### src/rtl/nt_pkg.sv
// Shared definitions for the neurotransmitter update scheduler.
package nt_pkg;

    localparam int NT_COUNT = 5;

    // NT indices: walk order and bus packing order
    localparam int NT_CORT = 0;
    localparam int NT_DOP  = 1;
    localparam int NT_GABA = 2;
    localparam int NT_NE   = 3;
    localparam int NT_SER  = 4;

    typedef enum logic [1:0] {
        IDLE,
        UPDATE,
        COMMIT
    } nt_sched_state_t;

    // Quantised 2-bit level codes (top two bits of a fine counter)
    localparam logic [1:0] LVL_LOW      = 2'b00;
    localparam logic [1:0] LVL_MED_LOW  = 2'b01;
    localparam logic [1:0] LVL_MED_HIGH = 2'b10;
    localparam logic [1:0] LVL_HIGH     = 2'b11;

    // All counters sit at the midpoint after reset
    localparam logic [2*NT_COUNT-1:0] LEVEL_RESET = {NT_COUNT{LVL_MED_HIGH}};

endpackage

### src/rtl/nt_update_scheduler_step.sv
// Combinational saturating step for one fine level counter.
module nt_step_unit #(
    parameter int CNT_W     = 6,
    parameter int FAST_STEP = 4
) (
    input  logic [CNT_W-1:0] cnt,
    input  logic             inc,
    input  logic             dec,
    input  logic             fast,
    input  logic             decay_en,
    output logic [CNT_W-1:0] cnt_next
);

    localparam logic [CNT_W-1:0] MID = {1'b1, {(CNT_W-1){1'b0}}};

    logic [CNT_W:0] step;
    logic [CNT_W:0] sum;
    logic [CNT_W:0] diff;

    // Dec dominates inc; decay only when neither is requested; clamp instead of wrap
    always_comb begin
        step     = fast ? (CNT_W+1)'(FAST_STEP) : (CNT_W+1)'(1);
        sum      = {1'b0, cnt} + step;
        diff     = {1'b0, cnt} - step;
        cnt_next = cnt;
        if (dec) begin
            cnt_next = diff[CNT_W] ? '0 : diff[CNT_W-1:0];
        end else if (inc) begin
            cnt_next = sum[CNT_W] ? '1 : sum[CNT_W-1:0];
        end else if (decay_en) begin
            if (cnt > MID) begin
                cnt_next = cnt - CNT_W'(1);
            end else if (cnt < MID) begin
                cnt_next = cnt + CNT_W'(1);
            end
        end
    end

endmodule

### src/rtl/nt_update_scheduler.sv
// Walks one shared step unit over the five NT counters per tick and
// commits the quantised levels to the output bus in a single cycle.
module nt_update_scheduler
    import nt_pkg::*;
#(
    parameter int CNT_W        = 6,
    parameter int FAST_STEP    = 4,
    parameter int DECAY_PERIOD = 4
) (
    input  logic                  clk,
    input  logic                  rst_n,
    input  logic                  ena,
    input  logic                  tick,
    input  logic [NT_COUNT-1:0]   req_inc,
    input  logic [NT_COUNT-1:0]   req_dec,
    input  logic [NT_COUNT-1:0]   req_fast,
    output logic [2*NT_COUNT-1:0] neurotransmitter_level,
    output logic                  busy,
    output logic                  done,
    output logic                  overrun
);

    localparam int RC_W = (DECAY_PERIOD > 1) ? $clog2(DECAY_PERIOD) : 1;
    localparam logic [CNT_W-1:0] MID = {1'b1, {(CNT_W-1){1'b0}}};

    nt_sched_state_t     state;
    logic [2:0]          idx;
    logic [NT_COUNT-1:0] snap_inc;
    logic [NT_COUNT-1:0] snap_dec;
    logic [NT_COUNT-1:0] snap_fast;
    logic [CNT_W-1:0]    cnt [NT_COUNT];
    logic [RC_W-1:0]     round_cnt;
    logic                pending;
    logic                decay_en;
    logic [CNT_W-1:0]    step_next;

    assign decay_en = (round_cnt == RC_W'(DECAY_PERIOD - 1));

    nt_step_unit #(
        .CNT_W     (CNT_W),
        .FAST_STEP (FAST_STEP)
    ) u_step (
        .cnt      (cnt[idx]),
        .inc      (snap_inc[idx]),
        .dec      (snap_dec[idx]),
        .fast     (snap_fast[idx]),
        .decay_en (decay_en),
        .cnt_next (step_next)
    );

    // Round sequencer: snapshot, per-NT update, single-cycle commit
    always_ff @(posedge clk or negedge rst_n) begin
        if (!rst_n) begin
            state                 <= IDLE;
            idx                   <= '0;
            snap_inc              <= '0;
            snap_dec              <= '0;
            snap_fast             <= '0;
            round_cnt             <= '0;
            pending               <= 1'b0;
            busy                  <= 1'b0;
            done                  <= 1'b0;
            overrun               <= 1'b0;
            neurotransmitter_level <= LEVEL_RESET;
            for (int unsigned i = 0; i < NT_COUNT; i++) begin
                cnt[i] <= MID;
            end
        end else begin
            done <= 1'b0;
            if (ena) begin
                // Ticks during a round queue once; a second queued tick is lost
                if (state != IDLE && tick) begin
                    if (pending) begin
                        overrun <= 1'b1;
                    end else begin
                        pending <= 1'b1;
                    end
                end
                case (state)
                    IDLE: begin
                        if (tick || pending) begin
                            snap_inc  <= req_inc;
                            snap_dec  <= req_dec;
                            snap_fast <= req_fast;
                            idx       <= '0;
                            busy      <= 1'b1;
                            state     <= UPDATE;
                            // a fresh tick arriving as a queued one starts stays queued
                            pending   <= pending && tick;
                        end
                    end
                    UPDATE: begin
                        cnt[idx] <= step_next;
                        if (idx == 3'(NT_SER)) begin
                            state <= COMMIT;
                        end else begin
                            idx <= idx + 3'd1;
                        end
                    end
                    COMMIT: begin
                        for (int unsigned i = 0; i < NT_COUNT; i++) begin
                            neurotransmitter_level[2*i +: 2] <= cnt[i][CNT_W-1 -: 2];
                        end
                        done  <= 1'b1;
                        busy  <= 1'b0;
                        state <= IDLE;
                        if (decay_en) begin
                            round_cnt <= '0;
                        end else begin
                            round_cnt <= round_cnt + RC_W'(1);
                        end
                    end
                    default: state <= IDLE;
                endcase
            end
        end
    end

endmodule

### config.mk
export PLATFORM = sky130hd
export DESIGN_NAME = nt_update_scheduler
export DESIGN_NICKNAME = d
export VERILOG_FILES = /design/src/rtl/nt_pkg.sv /design/src/rtl/nt_update_scheduler_step.sv /design/src/rtl/nt_update_scheduler.sv
export SDC_FILE = /design/constraint.sdc
export NUM_CORES = 1
export LEC_CHECK = 0
export ABC_AREA = 1
export CORE_MARGIN = 1
export CORE_UTILIZATION = 54
export CTS_BUF_LIST = sky130_fd_sc_hd__clkbuf_2
export DETAILED_ROUTE_END_ITERATION = 12
export GPL_TIMING_DRIVEN = 0
export PLACE_DENSITY = 0.78
export REMOVE_ABC_BUFFERS = 1
export SLEW_MARGIN = 20
export SYNTH_ARGS = -nofsm -noshare
export SYNTH_HDL_FRONTEND = slang
export SYNTH_SLANG_ARGS = --single-unit
### constraint.sdc
create_clock -name clk -period 2.4 [get_ports clk]
set_input_delay 0.48 -clock clk [delete_from_list [all_inputs] [get_ports clk]]
set_output_delay 0.48 -clock clk [all_outputs]
set_load 0.005 [all_outputs]
* Word level (Yosys, flattened, before mapping) *
Cells that the tools add are included.

word-level totals
  flip-flop bits (word level) = 66
  output and inout port bits = 13
  word-level logic and storage cells = 84

cells by class
  reduce and logical (&&, ||, !) cells = 15
  $add $sub $neg = 6
  equal/unequal tests = 7
  bitwise logic cells = 1
  order comparisons = 5
  mux-type cells = 34

operators by type and width
  cell                   count
  $mux W6                10
  $bwmux W30             1
  $bmux W6 S3            1
  $demux W6 S3           1
  $reduce_and A3 Y1      4
  $bmux W1 S3            3
  $mux W1                9
  $mux W3                3
  $add A6 B7 Y7          1
  $sub A6 B7 Y7          1
  $add A6 B1 Y6 const B  1
  $gt A6 B6 Y1 const B   1
  $lt A6 B6 Y1 const B   1
  $mux W2                3
  $ne A2 B2 Y1 const B   3
  $pmux W3 S2            1
  $reduce_bool A2 Y1     3
  $sub A6 B1 Y6 const B  1
  $eq A2 B2 Y1 const B   2
  $ge A4 B4 Y1 const B   1
  $lt A3 B4 Y1 const B   1
  $lt A4 B1 Y1 const B   1
  $not A3 Y4             1
  $pmux W2 S2            1
  10 further kinds       13

* Longest topological paths before layout *
  depth after elaboration = 11
  mapped depth = 20
  mapped depth without buffers = 20

* Hierarchy *
A second synthesis with hierarchy kept.

second synthesis, totals
  cell total of the unflattened synthesis = 542
  area total of the unflattened synthesis = 3,844.9 sq um

modules (own cells, without submodules)
  module               area an instance (sq um)  times used  cells an instance
  nt_update_scheduler  3,153.0                   1           415
  nt_step_unit         691.9                     1           127

* Worst setup path before layout *
Ideal clock, no wire load.

  path type = reg-to-reg
  start point = register idx[0]
  end point = register cnt[7] in the netlist's numbering
  cell stages (with the launch flop) = 17
  data required time = 2.283 ns
  library setup time = 0.117 ns
  arrival = 2.300 ns
  path buffers = 1
  clock period less this slack = 2.417 ns
  setup slack = -0.017 ns
  cell sequence = dfrtp_1 buf_2 nand3_1 inv_1 a22o_1 nor2_1 ha_1 inv_1 nor2_1 nor2_1 nand2_1 nor2_2 a21oi_2 o21ai_1 o21ai_2 nand2_1 nand2_1

between the ends
  cells in the longest elaborated chain, start to end = 11
  elaborated cells on any way between the ends = 30
  those cells by class = add/sub: 4; order compare: 4; mux: 20; bitwise: 1; reduce/logical: 1

ends and longest elaborated chain
  element                                               RTL line                                                        RTL
  start: declaration                                    nt_update_scheduler.sv:27                                       logic [2:0] idx;
  start signal: assignment                              nt_update_scheduler.sv:97                                       idx <= idx + 3'd1;
  $not A3 Y4 (not written as such)                      nt_update_scheduler.sv:43, nt_update_scheduler.sv:93
  $bmux W6 S3                                           nt_update_scheduler.sv:43                                       .cnt (cnt[idx]),
  $mux W6 (not written as such) (2 in a row)            nt_update_scheduler.sv:43
  $add A6 B1 Y6 / $lt A6 B6 Y1 (equally long branches)  nt_update_scheduler_step.sv:34, nt_update_scheduler_step.sv:33
  $mux W6                                               nt_update_scheduler_step.sv:33                                  end else if (cnt < MID) begin
  $mux W6                                               nt_update_scheduler_step.sv:31                                  if (cnt > MID) begin
  $mux W6                                               nt_update_scheduler_step.sv:30                                  end else if (decay_en) begin
  $mux W6                                               nt_update_scheduler_step.sv:28                                  end else if (inc) begin
  $mux W6                                               nt_update_scheduler_step.sv:26                                  if (dec) begin
  $bwmux W30 *                                          nt_update_scheduler.sv:93                                       cnt[idx] <= step_next;
  end signal: indexed assignment                        nt_update_scheduler.sv:93
  end: declaration                                      nt_update_scheduler.sv:31                                       logic [CNT_W-1:0] cnt [NT_COUNT];

Mark *: on every way between the ends. The rest lies on a longest branch, timed or not. The select of a mux whose other input is x is not followed.
A chain may end at the register's enable or synchronous reset.

* Final worst setup path *
  start point = register idx[0]
  end point = register cnt[14] in the netlist's numbering

Same word-level chain as after synthesis.

==> summary.md <==
| Metric | Value |
|---|---|
| Result of the run | finished, violations left |
| Failing checks | setup timing |
| Cell mode on critical path | nor2_4 |
| Complex-gate fraction of the synthesized area | between 10% and 20% |
| Total global-route track usage | 29.4% |
| Detailed-router iteration count before antenna repair | 5 |
| Relative slew slack | a little under three fifths |
| CTS root buf | clkbuf_2 |
| Instance count of the mapped netlist | ~530 |
| Total placed cells including tap cells | about 650 |
| Post-route setup slack | -0.327 ns |
| Synth Area per Inst | approximately 7.3 um2 |
| Insertion delay to the later sink of the worst-skew pair | ~0.5 ns |
| Yosys synthesis warning count | 0 |
| Post-synthesis sequential area ratio | between 40% and 50% |
| Crit path DAT | about 3.2 ns |
| Number of global-route vias before repair | approximately 3600 |
| Starting Density | approximately 56% |
| Final Slew Violations | 0 |
| Final std cells w/o fill | about 720 |
| Shortest clock period the worst path allows after layout | approximately 2.7 ns |
| Ys flop type | dfrtp_1 |
| Worst path required time | approximately 2.8 ns |
| Via count | around 4000 |
| Area share of fa/ha/maj cells after synthesis | 3.26% |
| Fraction of the mapped netlist area in simple logic gates | between 30 and 40% |
| Peak per-stage delay on the critical path | roughly 0.57 ns |
| List of cells traversed by the critical path | clkinvlp_4, buf_6, nand2_4, nand3_2, nand4_1, ha_4, inv_4, nor2_4, nor2_4, nand2_2, nor2_4, a21oi_4, nand3b_1, nand2_4, nand2_1, nand2_1 |
| Core Region | 6830 um2 |
| Slowest stage cell, crit path | dfrtp_4 |
| Number of nets still failing antenna checks after routing | 0 |
| Post-synthesis cell area | about 3800 um2 |
| Pin count of the biggest net entering global routing | 41 |
| Element type at the critical path end | flop |
| First-pass GRT wire length | around 17000 um |
| Combinational family with the most area after synthesis | simple AND/OR/NAND/NOR gates |
| Antenna Diode Count | 0 |
| Number of distinct standard cells referenced by the synthesized netlist | 35 |
| Clock Skew | just over 0.03 ns |
| Maximum number of buffers from clock root to sink | 2 |
| Area growth from synthesis to layout | 36.3% |
| IO buf count | 31 |
| Overall routed net length | around 11000 um |
| Layout filler cell count | about 470 |
| Post-detailed-route DRC marker count | 0 |
| Remaining global-route overflow | 0 |
| Final total negative setup slack | -6.97 ns |
| Number of top-level design ports | 32 |
| Detailed-route vias per instance | 5.45 |
| Worst-case setup slack after placement | -1.19 ns |
| Final GP Congestion | around 0.9 |
| Setup repair after global routing missed its margin | true |
| Flip-flop and latch count after synthesis | 66 |
| Critical Path Source Type | flop |
| Antenna violations before repair | 0 |
| Mux contribution to synthesized area | 0% |
| Post-detail-place hpwl | about 6400 um |
| Total CTS buffers | 9 |
| Post-Synth XOR/XNOR Area | less than 1% |
| Kind of cell adding the most delay to the critical path | simple AND/OR/NAND/NOR gates |
| CTS tree | yes |
| Chip Height | 86.3 um |
| EDFF count, synth | 0 |
| Die area | 7450 um2 |
| CP Max Fanout | 5 |
| Clock sink count | 66 |
| Layout net count | between 600 and 700 |
| Portion of the clock cycle consumed by the worst path in the final layout | 114% |
| Bufs and invs on worst path | 3 |
| Worst-path clk slew | ~0.19 ns |
| Rows | 30 |
| Final hold vios | 0 |
| Wire per inst | around 15 um |
| Die width | about 86 um |
| Max Clk Rate | about 370 MHz |
| Drt first-iter violations | about 370 |
| Proportion of synthesized flip-flops having asynchronous set or reset | 100% |
| Maximum level of the CTS H-tree | 3 |
| Pin slew with the least headroom to its limit | about 0.66 ns |
| Category of the critical setup timing path | reg -> reg |
| Most frequent cells in the layout | nand2_1 (199), dfrtp_1 (53), inv_1 (48), buf_4 (42), clkdlybuf4s50_1 (30) |
| Most common library cell in the layout ignoring fill and taps | nand2_1 |
| Class of the tightest hold or removal check | in -> async |
| Layout cell share with drive strength beyond 1 | 28.5% |
| Number of failing setup endpoints in the final timing report | 30 |
| Number of violations of the max-capacitance limit | 0 |
## Yosys cell counts, types with 2 or more instances
master	count	share of area [%]
o211ai_2	2	0.65
dfstp_2	10	6.8
nand3_2	2	0.52
o21ai_1	8	1.0
clkbuf_1	4	0.39
o21a_1	2	0.39
inv_2	4	0.39
nor2_1	34	3.3
dfrtp_1	56	37
ha_1	10	3.3
nand3_1	32	4.2
nor2_4	5	1.5
nand2_2	9	1.5
a21oi_2	4	0.91
o21ai_0	26	3.4
buf_2	3	0.39
nor2_2	7	1.1
a21oi_1	8	1.0
nor3_1	3	0.39
o211ai_1	5	0.98
xnor2_1	2	0.46
inv_1	56	5.5
o21ai_2	2	0.46
nand4_1	7	1.1
nand2_1	216	21
## through the flow
stage / hold slack (ns) / util, % / cell area, um2
floorplan: 0.184 / - / 3790
global placement: 0.450 / 61.8 / 4220
detailed placement: 0.417 / 62.0 / 4240
CTS: 0.404 / 73.6 / 5030
global route: 0.390 / 76.6 / 5230
finish: 0.391 / 76.6 / 5230
## metal layers
layer	global-route usage [%]	share of wire (%)	routed length, um
met4	13.3	4.2	455
met2	47.5	47	5040
met5	0	0	0
met3	5.90	8.0	860
met1	38.2	41	4390
## path summary, 6_finish.rpt
path	slack, ns	end	startpoint	cells past startpoint
max	-0.33	cnt[14]	idx[0]	16
min	0.39	pending	rst_n	2
max reg2reg	-0.33	cnt[14]	idx[0]	16
min reg2reg	0.47	neurotransmitter_level[5]	neurotransmitter_level[5]	2
max in group asynchronous	1.39	cnt[23]	rst_n	3
min in group clk	0.47	neurotransmitter_level[5]	neurotransmitter_level[5]	2
## sequential cells by signal (all words and copies together), names as in the netlist
name                    count
cnt                        30
overrun                     1
snap_fast                   5
done                        1
idx                         3
round_cnt                   2
busy                        1
state                       2
neurotransmitter_level     10
snap_dec                    5
snap_inc                    5
pending                     1
## worst register-to-register path, cell delays in order (launching register included)
cell	delay, ns
dfrtp_4	0.57
clkinvlp_4	0.17
buf_6	0.13
nand2_4	0.04
nand3_2	0.08
nand4_1	0.20
ha_4	0.38
inv_4	0.05
nor2_4	0.11
nor2_4	0.06
nand2_2	0.09
nor2_4	0.06
a21oi_4	0.22
nand3b_1	0.19
nand2_4	0.17
nand2_1	0.06
nand2_1	0.08
## kinds of logic after synthesis
group           count (synthesis)
simple gates                  317
flops                          66
xor+xnor                        3
compound gates                 62
buf+inv                        69
fa+ha+maj                      10
## timing repair
| action | CTS | global route |
|---|---|---|
| endpoints found under the hold margin | 26 | 0 |
| cloned | 0 | 0 |
| gates resized for setup | 76 | 34 |
| pin swaps | 34 | 25 |
| hold buffers | 1 | 0 |
| setup buffers | 43 | 10 |
| setup endpoints to repair | 48 | 32 |
## area by class of cell
| cell class | count | area, um2 | area share [%] |
|---|---|---|---|
| inverter | 60 | 236 | 4.52 |
| clock inverter | 4 | 70.1 | 1.34 |
| timing repair buffer | 86 | 793 | 15.2 |
| multi-input combinational | 392 | 2280 | 43.6 |
| clock buffer | 12 | 60.1 | 1.15 |
| tap | 96 | 120 | 2.30 |
| sequential | 66 | 1670 | 31.9 |
Power is left out: the tool's default activity adds up to more than one toggle a clock period on the data nets, which glitch-free logic cannot reach.
